[src/rtl/enoc_switch_allocator_if.sv]
// Switch-allocator handshake bundle: per-input requests/tails, per-output
// downstream ready, and the allocator's grant / crossbar select / valid outputs.
interface enoc_switch_allocator_if #(
    parameter int unsigned PORTS = 7
);
    logic [0:PORTS-1][0:PORTS-1] i_req;     // [input][output], one-hot per input
    logic [0:PORTS-1]            i_tail;    // per input
    logic [0:PORTS-1]            i_ready;   // per output
    logic [0:PORTS-1]            o_grant;   // per input
    logic [0:PORTS-1][0:PORTS-1] o_sel;     // [output][input], one-hot per output
    logic [0:PORTS-1]            o_out_val; // per output

    // Upstream side: route calculation, input buffers and downstream credit.
    modport master (
        output i_req,
        output i_tail,
        output i_ready,
        input  o_grant,
        input  o_sel,
        input  o_out_val
    );

    // Allocator side.
    modport slave (
        input  i_req,
        input  i_tail,
        input  i_ready,
        output o_grant,
        output o_sel,
        output o_out_val
    );
endinterface

[src/rtl/enoc_switch_allocator.sv]
// Wormhole switch allocator: one lock FSM and round-robin pointer per output.
// Arbitration is registered; a locked output passes flits of its owner until
// the tail transfers, then spends one idle cycle re-arbitrating.
module enoc_switch_allocator #(
    parameter int unsigned PORTS = 7
) (
    input  logic                   clk,
    input  logic                   reset_n,
    enoc_switch_allocator_if.slave bus
);
    localparam int unsigned PTR_W = (PORTS > 1) ? $clog2(PORTS) : 1;

    typedef logic [PTR_W-1:0] idx_t;
    typedef enum logic {StIdle, StLocked} state_e;

    state_e           r_state      [PORTS];
    state_e           w_state_next [PORTS];
    idx_t             r_owner      [PORTS];
    idx_t             w_owner_next [PORTS];
    idx_t             r_ptr        [PORTS];
    idx_t             w_ptr_next   [PORTS];
    idx_t             w_winner     [PORTS];
    logic [PORTS-1:0] w_any_req;
    logic [PORTS-1:0] w_xfer;

    // Round-robin search per output: first requester at or after the pointer.
    always_comb begin
        int unsigned idx;
        idx = 0;
        for (int j = 0; j < PORTS; j++) begin
            w_any_req[j] = 1'b0;
            w_winner[j]  = '0;
            for (int unsigned k = 0; k < PORTS; k++) begin
                idx = 32'(r_ptr[j]) + k;
                if (idx >= PORTS) begin
                    idx = idx - PORTS;
                end
                if (!w_any_req[j] && bus.i_req[idx_t'(idx)][j]) begin
                    w_any_req[j] = 1'b1;
                    w_winner[j]  = idx_t'(idx);
                end
            end
        end
    end

    // Crossbar select, transfer qualification and per-input grant.
    always_comb begin
        w_xfer        = '0;
        bus.o_sel     = '0;
        bus.o_out_val = '0;
        bus.o_grant   = '0;
        for (int j = 0; j < PORTS; j++) begin
            if (r_state[j] == StLocked) begin
                // Select follows the lock even while downstream is stalled.
                bus.o_sel[j][r_owner[j]] = 1'b1;
                if (bus.i_req[r_owner[j]][j] && bus.i_ready[j]) begin
                    w_xfer[j]                = 1'b1;
                    bus.o_out_val[j]         = 1'b1;
                    bus.o_grant[r_owner[j]]  = 1'b1;
                end
            end
        end
    end

    // Per-output lock FSM next state and pointer update.
    always_comb begin
        for (int j = 0; j < PORTS; j++) begin
            w_state_next[j] = r_state[j];
            w_owner_next[j] = r_owner[j];
            w_ptr_next[j]   = r_ptr[j];
            case (r_state[j])
                StIdle: begin
                    if (w_any_req[j]) begin
                        w_state_next[j] = StLocked;
                        w_owner_next[j] = w_winner[j];
                        w_ptr_next[j]   = (w_winner[j] == idx_t'(PORTS - 1)) ? '0
                                        : w_winner[j] + idx_t'(1);
                    end
                end
                StLocked: begin
                    // Only a tail transfer releases the lock.
                    if (w_xfer[j] && bus.i_tail[r_owner[j]]) begin
                        w_state_next[j] = StIdle;
                    end
                end
                default: w_state_next[j] = StIdle;
            endcase
        end
    end

    // State registers; reset drops every lock and rewinds the pointers.
    always_ff @(posedge clk or negedge reset_n) begin
        if (!reset_n) begin
            for (int j = 0; j < PORTS; j++) begin
                r_state[j] <= StIdle;
                r_owner[j] <= '0;
                r_ptr[j]   <= '0;
            end
        end else begin
            for (int j = 0; j < PORTS; j++) begin
                r_state[j] <= w_state_next[j];
                r_owner[j] <= w_owner_next[j];
                r_ptr[j]   <= w_ptr_next[j];
            end
        end
    end
endmodule

[src/flat_wrapper.sv]
// flat-port wrapper written by rule: the top's interface ports become plain ports
module enoc_switch_allocator_flat 
#(
    parameter int unsigned PORTS = 7
)
  (clk, reset_n, bus_i_req, bus_i_tail, bus_i_ready, bus_o_grant, bus_o_sel, bus_o_out_val);
  enoc_switch_allocator_if #(.PORTS(PORTS)) bus_i ();
  input  logic clk;
  input  logic reset_n;
  input wire logic [$bits(bus_i.i_req)-1:0] bus_i_req;
  input wire logic [$bits(bus_i.i_tail)-1:0] bus_i_tail;
  input wire logic [$bits(bus_i.i_ready)-1:0] bus_i_ready;
  output wire logic [$bits(bus_i.o_grant)-1:0] bus_o_grant;
  output wire logic [$bits(bus_i.o_sel)-1:0] bus_o_sel;
  output wire logic [$bits(bus_i.o_out_val)-1:0] bus_o_out_val;
  assign bus_i.i_req = bus_i_req;
  assign bus_i.i_tail = bus_i_tail;
  assign bus_i.i_ready = bus_i_ready;
  assign bus_o_grant = bus_i.o_grant;
  assign bus_o_sel = bus_i.o_sel;
  assign bus_o_out_val = bus_i.o_out_val;
  enoc_switch_allocator #(.PORTS(PORTS)) u_core (.clk(clk), .reset_n(reset_n), .bus(bus_i));
endmodule
[config.mk]
export PLATFORM = sky130hd
export DESIGN_NAME = enoc_switch_allocator_flat
export DESIGN_NICKNAME = d
export VERILOG_FILES = /design/src/rtl/enoc_switch_allocator_if.sv /design/src/rtl/enoc_switch_allocator.sv /design/src/flat_wrapper.sv
export SDC_FILE = /design/constraint.sdc
export NUM_CORES = 1
export LEC_CHECK = 0
export BUFFER_PORTS_ARGS = -buffer_cell sky130_fd_sc_hd__buf_2
export CORE_ASPECT_RATIO = 0.7
export CORE_MARGIN = 8
export CORE_UTILIZATION = 29
export CTS_CLUSTER_SIZE = 30
export DETAILED_ROUTE_END_ITERATION = 16
export MAX_ROUTING_LAYER = met4
export SYNTH_ARGS = -nofsm -noshare
export SYNTH_HDL_FRONTEND = slang
export SYNTH_SLANG_ARGS = --single-unit
[constraint.sdc]
create_clock -name clk -period 7.81 [get_ports clk]
set_clock_uncertainty 0.15 [all_clocks]
set_input_delay 0.3905 -clock clk [delete_from_list [all_inputs] [get_ports clk]]
set_output_delay 0.3905 -clock clk [all_outputs]
set_load 0.02 [all_outputs]
== Yosys cells after proc, flatten, opt, wreduce, memory -nomap -nowiden ==
Index checks and enable logic that the tools add are counted.

* Add/subtract/negate cells: 98
* $mul: 0
* Div/mod/pow operators: 0
* $lt $le $gt $ge: 112
* Eq/ne operators: 7
* Shifts and indexed selects: 0
* Mux-type cells: 413
* Bitwise gates (word level): 69
* Reductions and logical operators: 112

{| class="wikitable"
|+ Operators with widths
! kind !! count
|-
| binary-select mux 7 bit (select 3 bit) || 56
|-
| two-way mux 3 bit || 121
|-
| two-way mux 7 bit || 37
|-
| greater-or-equal comparator 4 bit (second input constant) || 56
|-
| inverter 3 -> 4 bit || 56
|-
| greater-or-equal comparator 4 x 3 -> 1 bit (second input constant) || 42
|-
| subtractor 3 bit (second input constant) || 49
|-
| two-way mux 1 bit || 114
|-
| two-way mux 6 bit || 16
|-
| adder 3 x 3 -> 4 bit (second input constant) || 21
|-
| two-way mux 5 bit || 16
|-
| two-way mux 4 bit || 16
|-
| logical AND 1 bit || 63
|-
| adder 3 x 2 -> 4 bit (second input constant) || 14
|-
| logical NOT 1 bit || 42
|-
| bitwise OR 7 bit || 6
|-
| two-way mux 2 bit || 16
|-
| adder 3 x 1 -> 4 bit (second input constant) || 7
|-
| less-than comparator 4 x 1 -> 1 bit (second input constant) || 7
|-
| adder 3 x 1 -> 3 bit (second input constant) || 7
|-
| binary-select mux 1 bit (select 3 bit) || 7
|-
| demux 1 bit (select 3 bit) || 7
|-
| == test 3 bit (second input constant) || 7
|-
| greater-or-equal comparator 3 bit (second input constant) || 7
|-
| other kinds (3) || 21
|}

* Register bits: 49
* Bits in latches: 0
* Bits in writable memories: 0
* Bits in read-only memories: 0
* Input port bits: 65
* Logic and storage cells: 832
* Memories kept: 0

== Depth between registers and ports, before layout ==
* Depth in word-level cells: 27
* Depth in mapped cells: 18
* Gate-level depth less buffers: 17

== Worst setup path after synthesis ==
Ideal clock, no wire load.

* Path type: reg-to-reg
* Start point: register u_core.r_ptr[13] in the netlist's numbering
* End point: register u_core.r_ptr[13] in the netlist's numbering
* Setup time: 0.082 ns
* Arrival time: 3.912 ns
* Data required time: 7.578 ns
* Path slack: 3.666 ns
* Cell stages (with the launch flop): 14
* Buffers on the path: 0
* Clock period less this slack: 4.144 ns
* Cells stage by stage: dfrtp_1 -> inv_1 -> ha_1 -> inv_1 -> fa_1 -> mux2_2 -> nand2_1 -> o21ai_0 -> mux4_2 -> or3_4 -> o32a_1 -> o31a_1 -> a2111o_1 -> a31oi_1

* Longest elaborated chain between the ends: 27
* Elaborated cells on any way between the ends: 85
* Those cells by class: add/sub: 14; order compare: 7; eq/ne: 1; mux: 43; bitwise: 7; reduce/logical: 13

{| class="wikitable"
|+ RTL lines
! item !! RTL line !! RTL
|-
| from (decl) || enoc_switch_allocator.sv:20 || <nowiki>idx_t r_ptr [PORTS];</nowiki>
|-
| from (signal, indexed assignment) || enoc_switch_allocator.sv:103 || <nowiki>r_ptr[j] <= w_ptr_next[j];</nowiki>
|-
| parallel branches: the longest is 27 deep, another holds adder 3 x 1 -> 4 bit || -- ||
|}

Parallel ways; which one is timed is not known. The select of a mux whose other input is x is not followed.
A chain may end at the register's enable or synchronous reset.

== Worst setup path after layout ==
* Start point: register u_core.r_ptr[1] in the netlist's numbering
* End point: register u_core.r_ptr[0] in the netlist's numbering

* Longest elaborated chain between the ends: 27
* Elaborated cells on any way between the ends: 85
* Those cells by class: add/sub: 14; order compare: 7; eq/ne: 1; mux: 43; bitwise: 7; reduce/logical: 13

{| class="wikitable"
|+ RTL lines
! item
|-
| parallel branches: the longest is 27 deep, another holds adder 3 x 1 -> 4 bit
|}

Parallel ways; which one is timed is not known. The select of a mux whose other input is x is not followed.

==> reports/results.ini <==
[outcome]
outcome=complete, no violations

[yosys]
ys.flop_type=dfrtp_1
syn_inst=1926
syn_area_um2=14300
synth_seq_cells=49
ys_seq_area_frac=0.0859
synth_area_per_cell_um2=7.41
synth_cell_types=104
synth_edf_count=0
async_flop_share=1.00
syn-num-nets=2079
yosysWarnings=0

[clocking]
path_clk_slew_ns=0.07
cts_resized=0
cts.sinks=49
cts_buffer_depth=2
cts_hold_buf=0
postCtsSetupBuffers=0
htree_levels=2
cts_buffers=5
clock_latency_ns=0.30
cts_tree=yes
cts_root_buf=clkbuf_16

[floorplanning]
start_util=0.292
fp-row-count=68
ioPinCount=128
die_w_um=281
coreArea_um2=48900
die_area_um2=56700
die_h_um=202

[worst_setup_path]
crit_fanout=16
crit_type=register to register
arrival_ns=5.09
max_stage_delay_ns=0.80
worst_path_most_repeated_cell=o21ai_0
critPathSlowestCell=ha_1
critPathTopFamily=compound AO/OA/AOI/OAI gates
worstPathBufferInverterCount=1
cp_cell_sequence=inv_1 > ha_1 > and2_1 > o21ai_0 > a222oi_1 > a41oi_1 > nor4b_2 > nand3b_1 > o21bai_1 > nor2_1 > o21ai_0 > nand2_1
cp.required_ns=7.84
cp-start-kind=register
endpoint_kind=register

[grt]
grt.total_usage=0.177
grtUsageMet1=0.259
grt_max_degree=50
grt_pass1_wl_um=81400
grt_pass1_vias=14500
antenna_found_initial=8
busiest_layer=met1
use_met3=0.0272
grt_overflow=0
met2_usage=0.252

[place]
place_area_um2=15200
place.gp.congestion=0.962
placement.io_buffers=127
post-dp-hpwl_um=39000
place_worst_setup_slack_ns=2.85

[timing]
final.min_clock_period_ns=5.06
rsz0062_at_grt=false
maxSlewViolCount=0
worst_slack_ns=2.75
worst_slew_pin_slew_ns=1.01
fmax_ghz=0.198
setup_viol=0
slew_headroom=0.326
tns_ns=0
period_share=0.648
final-hold-violation-count=0

[routing]
wl_um=51500
drt_pass1_iterations=5
drc=0
wl_per_cell_um=19.8
drtIter0Drc=1585
vias_per_cell=5.90
ant_nets=0
vias=15300

[final_layout]
fillers=5233
drive_gt1_frac=0.146
layout.nets=2072
final_cell_area_um2=15300
syn_to_final_growth_pct=7.43

[hold_path]
hold_class=input port to asynchronous set/reset pin

[flow_run]
maxCapViolations=0

metrics by stage:
stage	utilization	cells	hold WS, ns
after floorplan	-	1926	-0.0551
after global placement	0.310	2577	0.416
after detailed placement	0.310	2577	0.420
after CTS	0.313	2585	0.0981
after global routing	0.314	2593	0.113
final	0.314	2593	0.0510
synth_stat cells (all sizes together), types with 49 or more instances:
library cell    n  area, um^2
nand2b         60         375
buf            49         283
nor2b          51         319
mux2i         135        1360
dfrtp          49        1230
ha             81        1010
o21ai          89         449
a21oi         108         544
nand2         155         582
clkbuf        101         380
nand3          64         320
nor2          158         593
inv            96         360
mux2           63         709
layer usage:
layer	part of all wire	up-vias
met2	0.42	601
met1	0.49	7431
met4	0.019	0
li1	-	7213
met3	0.079	53
met5	0	-
registers in the layout, indices dropped and copies added, names as in the netlist:
register and flops:
u_core.r_owner 21, u_core.r_ptr 21, u_core.r_state 7
worst reg2reg max path, stage by stage (launching register included):
cell      delay (ns)
dfrtp_1         0.76
inv_1           0.44
ha_1            0.80
and2_1          0.21
o21ai_0         0.09
a222oi_1        0.50
a41oi_1         0.29
nor4b_2         0.52
nand3b_1        0.21
o21bai_1        0.66
nor2_1          0.14
o21ai_0         0.11
nand2_1         0.07
worst paths after layout:
path | start | to | slack [ns] | depth (start not counted)
hold reg to reg | u_core.r_state[6] | u_core.r_state[6] | 0.44 | 1
max in group asynchronous | reset_n | u_core.r_state[0] | 6.97 | 2
hold / removal | reset_n | u_core.r_ptr[16] | 0.05 | 2
setup reg to reg | u_core.r_ptr[1] | u_core.r_ptr[0] | 2.75 | 12
min in group clk | u_core.r_state[6] | u_core.r_state[6] | 0.44 | 1
setup / recovery | u_core.r_ptr[1] | u_core.r_ptr[0] | 2.75 | 12
layout make-up:
type | instances | area [um^2] | area share
clock inverter | 3 | 43.8 | 0.00285
timing repair buffer | 136 | 703 | 0.0458
antenna | 8 | 20.0 | 0.00130
sequential | 49 | 1230 | 0.0799
multi-input combinational | 1631 | 12000 | 0.784
clock buffer | 5 | 125 | 0.00816
tap | 665 | 832 | 0.0542
inverter | 96 | 360 | 0.0235
cells by family after synthesis:
kind of cell,after synthesis,synth area share
simple gates,701,0.256
buf+inv,246,0.0717
mux,230,0.196
flops,49,0.0859
compound gates,560,0.278
fa+ha+maj,88,0.0808
xor+xnor,52,0.0319
layout by cell type (no fill, tap or decap), drive strengths merged, types with 17 or more instances in the layout:
| master | Yosys | layout |
|---|---|---|
| o22ai | 31 | 31 |
| xnor2 | 36 | 36 |
| nor2 | 158 | 158 |
| mux2i | 135 | 135 |
| ha | 81 | 81 |
| a221oi | 18 | 18 |
| o211ai | 27 | 27 |
| o21ai | 89 | 89 |
| a31oi | 17 | 17 |
| a21oi | 108 | 108 |
| dfrtp | 49 | 49 |
| buf | 49 | 136 |
| nand3 | 64 | 64 |
| nand3b | 26 | 26 |
| a211oi | 25 | 25 |
| nand2b | 60 | 60 |
| nor3b | 24 | 24 |
| mux2 | 63 | 63 |
| nor2b | 51 | 51 |
| mux4 | 32 | 32 |
| nand2 | 155 | 155 |
| nor3 | 46 | 46 |
| inv | 96 | 97 |
| a21o | 17 | 17 |
| and3 | 19 | 19 |
| a21boi | 23 | 23 |
Power is left out: the tool's default activity adds up to more than one toggle a clock period on the data nets, which glitch-free logic cannot reach.
